### src/rtl/dmem_port_arbiter.sv
`default_nettype none
// ============================================================================
//  Module      : dmem_port_arbiter
//  Description : Round-robin arbiter sharing a word-only, single-port data
//                memory between a read-only port (port 0) and a load/store
//                port (port 1). Sub-word stores run as a two-cycle
//                read-modify-write. Load data returns one cycle after grant.
//  Revision    : 1.0 - initial release
// ============================================================================
module dmem_port_arbiter #(
   parameter int ADDR_W = 6,
   parameter int DATA_W = 32
) (
   input  logic              clk,
   input  logic              rst,
   // port 0 : read-only requester
   input  logic              req0,
   input  logic [ADDR_W-1:0] addr0,
   output logic              gnt0,
   output logic              rvalid0,
   output logic [DATA_W-1:0] rdata0,
   // port 1 : load/store unit
   input  logic              req1,
   input  logic              we1,
   input  logic [1:0]        size1,
   input  logic              uns1,
   input  logic [ADDR_W+1:0] baddr1,
   input  logic [DATA_W-1:0] wdata1,
   output logic              gnt1,
   output logic              rvalid1,
   output logic [DATA_W-1:0] rdata1,
   output logic              err1,
   // memory side
   output logic              mem_read,
   output logic              mem_write,
   output logic [ADDR_W-1:0] mem_addr,
   output logic [DATA_W-1:0] mem_wdata,
   input  logic [DATA_W-1:0] mem_rdata
);

   localparam logic [1:0] c_SIZE_BYTE = 2'b00;
   localparam logic [1:0] c_SIZE_HALF = 2'b01;
   localparam logic [1:0] c_SIZE_WORD = 2'b10;
   localparam logic [1:0] c_SIZE_BAD  = 2'b11;

   typedef enum logic [0:0] {
      ST_IDLE = 1'b0,
      ST_RMW  = 1'b1
   } state_t;

   state_t              r_state;
   state_t              w_state_nxt;

   // 1 = port 1 received the most recent grant
   logic                r_last_grant;

   // registered response side
   logic                r_rvalid0;
   logic                r_rvalid1;
   logic                r_err1;
   logic [DATA_W-1:0]   r_rdata0;
   logic [DATA_W-1:0]   r_rdata1;

   // read-modify-write context captured on the sub-word store grant
   logic [DATA_W-1:0]   r_rmw_old;
   logic [15:0]         r_rmw_wdata;
   logic                r_rmw_is_byte;
   logic [1:0]          r_rmw_off;
   logic [ADDR_W-1:0]   r_rmw_addr;

   logic [1:0]          w_off1;
   logic [ADDR_W-1:0]   w_waddr1;
   logic                w_err1;
   logic                w_pick0;
   logic                w_load1;
   logic                w_rmw_start;
   logic [7:0]          w_byte;
   logic [15:0]         w_half;
   logic [DATA_W-1:0]   w_load_ext;
   logic [DATA_W-1:0]   w_merged;

   assign w_off1   = baddr1[1:0];
   assign w_waddr1 = baddr1[ADDR_W+1:2];

   // Port 0 wins when alone, or on a tie when port 1 was served last
   assign w_pick0 = req0 & (~req1 | r_last_grant);

   // Illegal size or misaligned access on port 1
   always_comb begin
      w_err1 = 1'b0;
      unique case (size1)
         c_SIZE_BYTE: w_err1 = 1'b0;
         c_SIZE_HALF: w_err1 = w_off1[0];
         c_SIZE_WORD: w_err1 = (w_off1 != 2'b00);
         c_SIZE_BAD:  w_err1 = 1'b1;
         default:     w_err1 = 1'b1;
      endcase
   end

   // Arbitration, memory control and next-state decode
   always_comb begin
      w_state_nxt = r_state;
      gnt0        = 1'b0;
      gnt1        = 1'b0;
      mem_read    = 1'b0;
      mem_write   = 1'b0;
      mem_addr    = '0;
      mem_wdata   = '0;
      w_load1     = 1'b0;
      w_rmw_start = 1'b0;
      // Reset suppresses every grant and memory enable, including a pending RMW write
      if (!rst) begin
         unique case (r_state)
            ST_IDLE: begin
               if (w_pick0) begin
                  gnt0     = 1'b1;
                  mem_read = 1'b1;
                  mem_addr = addr0;
               end else if (req1) begin
                  gnt1 = 1'b1;
                  if (w_err1) begin
                     // rejected: consumes the grant slot, touches no memory
                     w_load1 = 1'b0;
                  end else if (!we1) begin
                     mem_read = 1'b1;
                     mem_addr = w_waddr1;
                     w_load1  = 1'b1;
                  end else if (size1 == c_SIZE_WORD) begin
                     mem_write = 1'b1;
                     mem_addr  = w_waddr1;
                     mem_wdata = wdata1;
                  end else begin
                     // sub-word store: fetch the old word now, write it back next cycle
                     mem_read    = 1'b1;
                     mem_addr    = w_waddr1;
                     w_rmw_start = 1'b1;
                     w_state_nxt = ST_RMW;
                  end
               end
            end
            ST_RMW: begin
               mem_write   = 1'b1;
               mem_addr    = r_rmw_addr;
               mem_wdata   = w_merged;
               w_state_nxt = ST_IDLE;
            end
            default: w_state_nxt = ST_IDLE;
         endcase
      end
   end

   // Lane select and sign/zero extension of port 1 load data
   always_comb begin
      w_byte = mem_rdata[7:0];
      unique case (w_off1)
         2'd0: w_byte = mem_rdata[7:0];
         2'd1: w_byte = mem_rdata[15:8];
         2'd2: w_byte = mem_rdata[23:16];
         2'd3: w_byte = mem_rdata[31:24];
         default: w_byte = mem_rdata[7:0];
      endcase
      w_half     = w_off1[1] ? mem_rdata[31:16] : mem_rdata[15:0];
      w_load_ext = mem_rdata;
      if (size1 == c_SIZE_BYTE) begin
         w_load_ext = uns1 ? {{(DATA_W-8){1'b0}}, w_byte}
                           : {{(DATA_W-8){w_byte[7]}}, w_byte};
      end else if (size1 == c_SIZE_HALF) begin
         w_load_ext = uns1 ? {{(DATA_W-16){1'b0}}, w_half}
                           : {{(DATA_W-16){w_half[15]}}, w_half};
      end
   end

   // Old word with the stored byte or half lane replaced
   always_comb begin
      w_merged = r_rmw_old;
      if (r_rmw_is_byte) begin
         unique case (r_rmw_off)
            2'd0: w_merged[7:0]   = r_rmw_wdata[7:0];
            2'd1: w_merged[15:8]  = r_rmw_wdata[7:0];
            2'd2: w_merged[23:16] = r_rmw_wdata[7:0];
            2'd3: w_merged[31:24] = r_rmw_wdata[7:0];
            default: w_merged = r_rmw_old;
         endcase
      end else if (r_rmw_off[1]) begin
         w_merged[31:16] = r_rmw_wdata;
      end else begin
         w_merged[15:0]  = r_rmw_wdata;
      end
   end

   // State register
   always_ff @(posedge clk) begin
      if (rst) begin
         r_state <= ST_IDLE;
      end else begin
         r_state <= w_state_nxt;
      end
   end

   // Round-robin history, updated on every grant including rejected ones
   always_ff @(posedge clk) begin
      if (rst) begin
         r_last_grant <= 1'b1;
      end else if (gnt0) begin
         r_last_grant <= 1'b0;
      end else if (gnt1) begin
         r_last_grant <= 1'b1;
      end
   end

   // Single-cycle response pulses following each grant
   always_ff @(posedge clk) begin
      if (rst) begin
         r_rvalid0 <= 1'b0;
         r_rvalid1 <= 1'b0;
         r_err1    <= 1'b0;
      end else begin
         r_rvalid0 <= gnt0;
         r_rvalid1 <= w_load1;
         r_err1    <= gnt1 & w_err1;
      end
   end

   // Read data registers, holding their last value between loads
   always_ff @(posedge clk) begin
      if (rst) begin
         r_rdata0 <= '0;
         r_rdata1 <= '0;
      end else begin
         if (gnt0) begin
            r_rdata0 <= mem_rdata;
         end
         if (w_load1) begin
            r_rdata1 <= w_load_ext;
         end
      end
   end

   // Capture the read-modify-write context on a sub-word store grant
   always_ff @(posedge clk) begin
      if (rst) begin
         r_rmw_old     <= '0;
         r_rmw_wdata   <= '0;
         r_rmw_is_byte <= 1'b0;
         r_rmw_off     <= '0;
         r_rmw_addr    <= '0;
      end else if (w_rmw_start) begin
         r_rmw_old     <= mem_rdata;
         r_rmw_wdata   <= wdata1[15:0];
         r_rmw_is_byte <= (size1 == c_SIZE_BYTE);
         r_rmw_off     <= w_off1;
         r_rmw_addr    <= w_waddr1;
      end
   end

   assign rvalid0 = r_rvalid0;
   assign rvalid1 = r_rvalid1;
   assign err1    = r_err1;
   assign rdata0  = r_rdata0;
   assign rdata1  = r_rdata1;

endmodule
`default_nettype wire
### config.mk
export PLATFORM = sky130hd
export DESIGN_NAME = dmem_port_arbiter
export DESIGN_NICKNAME = d
export VERILOG_FILES = /design/src/rtl/dmem_port_arbiter.sv
export SDC_FILE = /design/constraint.sdc
export NUM_CORES = 1
export LEC_CHECK = 0
export BUFFER_PORTS_ARGS = -buffer_cell sky130_fd_sc_hd__buf_2
export CORE_ASPECT_RATIO = 0.6
export CORE_MARGIN = 2
export CORE_UTILIZATION = 35
export DETAILED_ROUTE_END_ITERATION = 12
export GPL_TIMING_DRIVEN = 1
export SLEW_MARGIN = 5
export SYNTH_ARGS = -nofsm -noshare
export SYNTH_HDL_FRONTEND = slang
export SYNTH_SLANG_ARGS = --single-unit
### constraint.sdc
create_clock -name clk -period 3 [get_ports clk]
set_input_delay 0.9 -clock clk [delete_from_list [all_inputs] [get_ports clk]]
set_output_delay 0.9 -clock clk [all_outputs]
set_load 0.01 [all_outputs]
# ---- Word level (Yosys, flattened, before mapping)
# Index checks and enable logic that the tools add are counted.
dict set report word_totals {
  inputBits 86
  regBits 126
  output_inout_bits 109
}
dict set report op_classes {
  n_reduce_logical 5
  n_bitwise 5
  eq_ne 9
  mux 62
}
# op count
set op_table {}
lappend op_table {{32-bit 2-to-1 mux} 11}
lappend op_table {{32-bit case mux with 2 select lines} 1}
lappend op_table {{16-bit 2-to-1 mux} 3}
lappend op_table {{1-bit 2-to-1 mux} 34}
lappend op_table {{8-bit 2-to-1 mux} 4}
lappend op_table {{8-bit case mux with 4 select lines} 1}
lappend op_table {{6-bit 2-to-1 mux} 4}
lappend op_table {{2-bit == test, second input constant} 6}
lappend op_table {{6-bit case mux with 2 select lines} 1}
lappend op_table {{2-bit by 1-bit == test with 1-bit output, second input constant} 3}
lappend op_table {{2-bit logical NOT} 3}
lappend op_table {{1-bit case mux with 2 select lines} 2}
lappend op_table {{1-bit case mux with 4 select lines} 1}
lappend op_table {{2-bit nonzero test} 2}
lappend op_table {{1-bit bitwise AND} 2}
lappend op_table {{1-bit NOT} 2}
lappend op_table {{1-bit OR} 1}

# ---- Depth between registers and ports, before layout
dict set report depth {
  ltp_word 8
  ltp_mapped 8
}

# ---- Worst setup path before layout
# No wires, ideal clock.
dict set report synth_timing {
  kind {input to output}
  from {input baddr1[0]}
  to {output mem_wdata[14]}
  path_slack_ps -168
  arrival_time_ps 2268
  required_time_ps 2100
  stages 8
  path_cell_list {buf_6 > nor3_4 > o211ai_4 > buf_6 > o21a_1 > buf_6 > buf_12 > nor4_2}
}
dict set report synth_between {
  elab_chain_len 7
}
# item line_no
set synth_rtl {}
lappend synth_rtl {{start: declaration} 27} ;# input logic [ADDR_W+1:0] baddr1,
lappend synth_rtl {{2-bit nonzero test} 94} ;# c_SIZE_WORD: w_err1 = (w_off1 != 2'b00);
lappend synth_rtl {{1-bit case mux with 4 select lines (*)} 91} ;# unique case (size1)
lappend synth_rtl {{32-bit 2-to-1 mux (*)} 121} ;# if (w_err1) begin
lappend synth_rtl {{32-bit 2-to-1 mux (*)} 119} ;# end else if (req1) begin
lappend synth_rtl {{32-bit 2-to-1 mux (*)} 115} ;# if (w_pick0) begin
lappend synth_rtl {{32-bit case mux with 2 select lines (*)} 113} ;# unique case (r_state)
lappend synth_rtl {{32-bit 2-to-1 mux (*)} 112} ;# if (!rst) begin
lappend synth_rtl {{end: declaration} 37} ;# output logic [DATA_W-1:0] mem_wdata,
# Mark *: on every way between the ends. The rest lies on a longest branch, timed or not.

# ---- Worst setup path in the final report
dict set report layout_timing {
  from {input baddr1[1]}
  to {output mem_wdata[14]}
}
dict set report layout_between {
  elab_chain_len 7
}
# item line_no
set layout_rtl {}
lappend layout_rtl {{2-bit nonzero test} 94}
lappend layout_rtl {{1-bit case mux with 4 select lines} 91}
lappend layout_rtl {{32-bit 2-to-1 mux} 121}
lappend layout_rtl {{32-bit 2-to-1 mux} 119}
lappend layout_rtl {{32-bit 2-to-1 mux} 115}
lappend layout_rtl {{32-bit case mux with 2 select lines} 113}
lappend layout_rtl {{32-bit 2-to-1 mux} 112}
# No other way between the ends.

==> flow_summary.json <==
{
  "clk_latency_ns": 0.42,
  "drive_above_1_share": 0.321,
  "cpMostUsedCell": "buf_12",
  "grt_max_degree": 56,
  "fp.coreArea_um2": 17100,
  "routed_wl_um": 22700,
  "syn2layout_area_growth_pct": 34.2,
  "p_per_area_nw_per_um2": 531,
  "p_leak_nw": 3.47,
  "worstReg2RegStart": "r_state$_SDFF_PP0_",
  "rows": 37,
  "synth_edf_count": 0,
  "antenna_found_initial": 0,
  "port_buffers": 194,
  "fmax_mhz": 323,
  "timing_worst_setup_path_type": "in -> out",
  "arrival_ns": 2.20,
  "tritoncts": "done",
  "rsz0062_at_grt": "yes",
  "max-slew-margin-rel": 0.572,
  "rr_endpoint": "r_rmw_old[10]$_SDFFE_PP0P_",
  "clockBufferDepth": 2,
  "seq_area_frac_synth": 0.413,
  "end_kind": "output pin",
  "viasPerCell": 5.38,
  "violations": "setup timing",
  "min_path_type": "reg -> reg",
  "first_iter_violations": 461,
  "dr.pass1.iters": 5,
  "synth_cell_types": 60,
  "dp_hpwl_um": 16100,
  "period_share": 1.03,
  "cts_sinks": 126,
  "vias": 6468,
  "final-setup-viol-count": 32,
  "postSynthNetCount": 846,
  "slew_viol_final": 0,
  "die_area_um2": 18600,
  "drtAntennaViolNets": 0,
  "worstPathRequired_ns": 2.10,
  "syn_area_per_cell_um2": 8.04,
  "die_w_um": 175,
  "skew_ns": 0.0120,
  "cts_buffers": 17,
  "netlist_area_um2": 6110,
  "holdPathEnd": "rdata0[4]$_SDFFE_PP0P_",
  "async_reset_ff_frac": 0,
  "synth_ff_type": "dfxtp_1",
  "crit_path_top_delay_cell": "nor3_4",
  "outcome": "finished, violations left",
  "cts.htree.levels": 4,
  "gp_congestion": 0.905,
  "nNetsFinal": 1042,
  "diodes": 0,
  "clkTransAtPathRegs_ns": 0.06,
  "syn-instance-count": 760,
  "grt_pass1_wl_um": 34800,
  "min_path_cells": 2,
  "start_util": 0.357,
  "finalNonFillerCells": 1203,
  "setup.worst_path.start_class": "input pin",
  "drc_errors": 0,
  "die_height_um": 106,
  "cts_root_buf": "clkbuf_16",
  "crit_chain": "buf_8, nor3_4, o211ai_4, o21a_4, buf_12, buf_12, nor4_4, buf_2",
  "peakVddDrop_v": 0.000400,
  "fin_crit_ns": 3.10,
  "hold_buffers": 0,
  "hp-start": "rdata0[4]$_SDFFE_PP0P_",
  "io_pins": 195,
  "worst_slew_pin_slew_ns": 0.641,
  "timing.final.ws_setup_ns": -0.0974,
  "slowest_delay_ns": 0.25,
  "rrSetupSlack_ns": 1.12,
  "routedWlPerCell_um": 18.9,
  "gr-total-overflow": 0,
  "dp.cells": 1168,
  "grt_pass1_vias": 5976,
  "ys_seq_elements": 126,
  "worstPathMaxFanout": 8,
  "hold_viol_final": 0,
  "ff2ff_path_depth": 8,
  "cap_violations": 0,
  "grt.total_usage": 0.243,
  "post-place-ws_ns": -0.142,
  "yosys_warnings": 0
}
-- sequential cells by signal, summed over array words and instances (netlist names), 2 cells and up --
register	flops
r_rmw_addr	6
rdata1	32
r_rmw_wdata	16
rdata0	32
r_rmw_old	32
r_rmw_off	2
-- worst max path at each step --
stage / end / cells past startpoint / from
5_1_grt: mem_wdata[14] / 8 / baddr1[1]
4_1_cts: mem_wdata[14] / 8 / size1[0]
3_3_place_gp: mem_wdata[8] / 7 / size1[0]
3_5_place_dp: mem_wdata[13] / 7 / size1[0]
6_report: mem_wdata[14] / 8 / baddr1[1]
2_1_floorplan: mem_wdata[10] / 7 / baddr1[0]
-- critical path, delay by kind of cell --
family / cells / cell delay [ns]
buffers and inverters: 4 / 0.55
AO/OA/AOI/OAI: 2 / 0.36
AND/OR/NAND/NOR: 2 / 0.38
-- per-layer routing --
| layer | GRT usage | wire [µm] | up-vias |
|---|---|---|---|
| met2 | 0.340 | 9290 | 277 |
| met3 | 0.0672 | 1930 | 24 |
| met4 | 0.0583 | 292 | 0 |
| li1 | - | - | 3092 |
| met5 | 0 | 0 | - |
| met1 | 0.363 | 11200 | 3075 |
-- cell usage after synthesis, drive strengths merged (2+ instances only) --
master         n  area share
clkbuf        36       0.022
a311oi        16       0.023
nand2b        12       0.012
a221oi         8       0.011
nor4          17       0.031
nor2b          3      0.0031
and2           2      0.0020
a221o          6      0.0098
o22ai          6      0.0061
nor3b          2      0.0025
a21oi        124        0.10
buf           28       0.034
nand2        218        0.13
and3          12       0.012
mux2i         19       0.031
a31oi          2      0.0045
o2bb2ai       16       0.023
dlygate4sd1    3      0.0043
nor2          22       0.014
o32ai          2      0.0029
dfxtp        126        0.41
o211ai         9       0.013
a22oi          8      0.0098
o31ai          6      0.0074
nand3         11      0.0090
o221ai         2      0.0029
nand4          2      0.0020
a211oi        16       0.020
inv            6      0.0037
nor3           5      0.0086
-- cell usage in the layout (no fill, tap or decap), types with 17 or more instances in the layout --
cell / instances
nand2_1: 217
dfxtp_1: 126
mux2i_1: 19
a21oi_1: 121
nor2_1: 22
buf_4: 45
clkbuf_16: 17
buf_2: 191
-- power by group --
| part | switching [W] | total, W | internal (W) |
|---|---|---|---|
| sequential | 0.0000294 | 0.00176 | 0.00173 |
| clock | 0.000809 | 0.00205 | 0.00124 |
| combinational | 0.000342 | 0.000549 | 0.000207 |
-- logic make-up after synthesis --
logic type,synth area share
AO/OA/AOI/OAI,0.247
flip-flops,0.413
multiplexers,0.0367
AND/OR/NAND/NOR,0.239
buffers and inverters,0.0643
-- through the flow --
stage               TNS [ns]  total power (W)   util  hold slack, ns  area (µm²)
floorplan             -0.662          0.00207      -           0.436        6180
global placement       -1.99          0.00232  0.437           0.439        7490
detailed placement     -2.79          0.00232  0.437           0.445        7490
CTS                    -2.49          0.00436  0.477           0.453        8170
global route           -3.30          0.00450  0.479           0.473        8200
finish                 -1.46          0.00436  0.479           0.449        8200
-- cell type report --
| type | instances | area, µm² |
|---|---|---|
| fill | 1782 | 8930 |
| multi-input combinational | 561 | 3330 |
| sequential | 126 | 2520 |
| timing repair buffer | 244 | 1450 |
| clock buffer | 18 | 439 |
| tap | 234 | 293 |
| clock inverter | 14 | 144 |
| inverter | 6 | 22.5 |
-- timing repair --
action,in CTS,in global routing
pin swaps,6,5
setup buffers,2,0
endpoints found under the setup margin,35,39
resized for setup,13,5
gates cloned,1,0
Power figures use the tool's default switching activity.
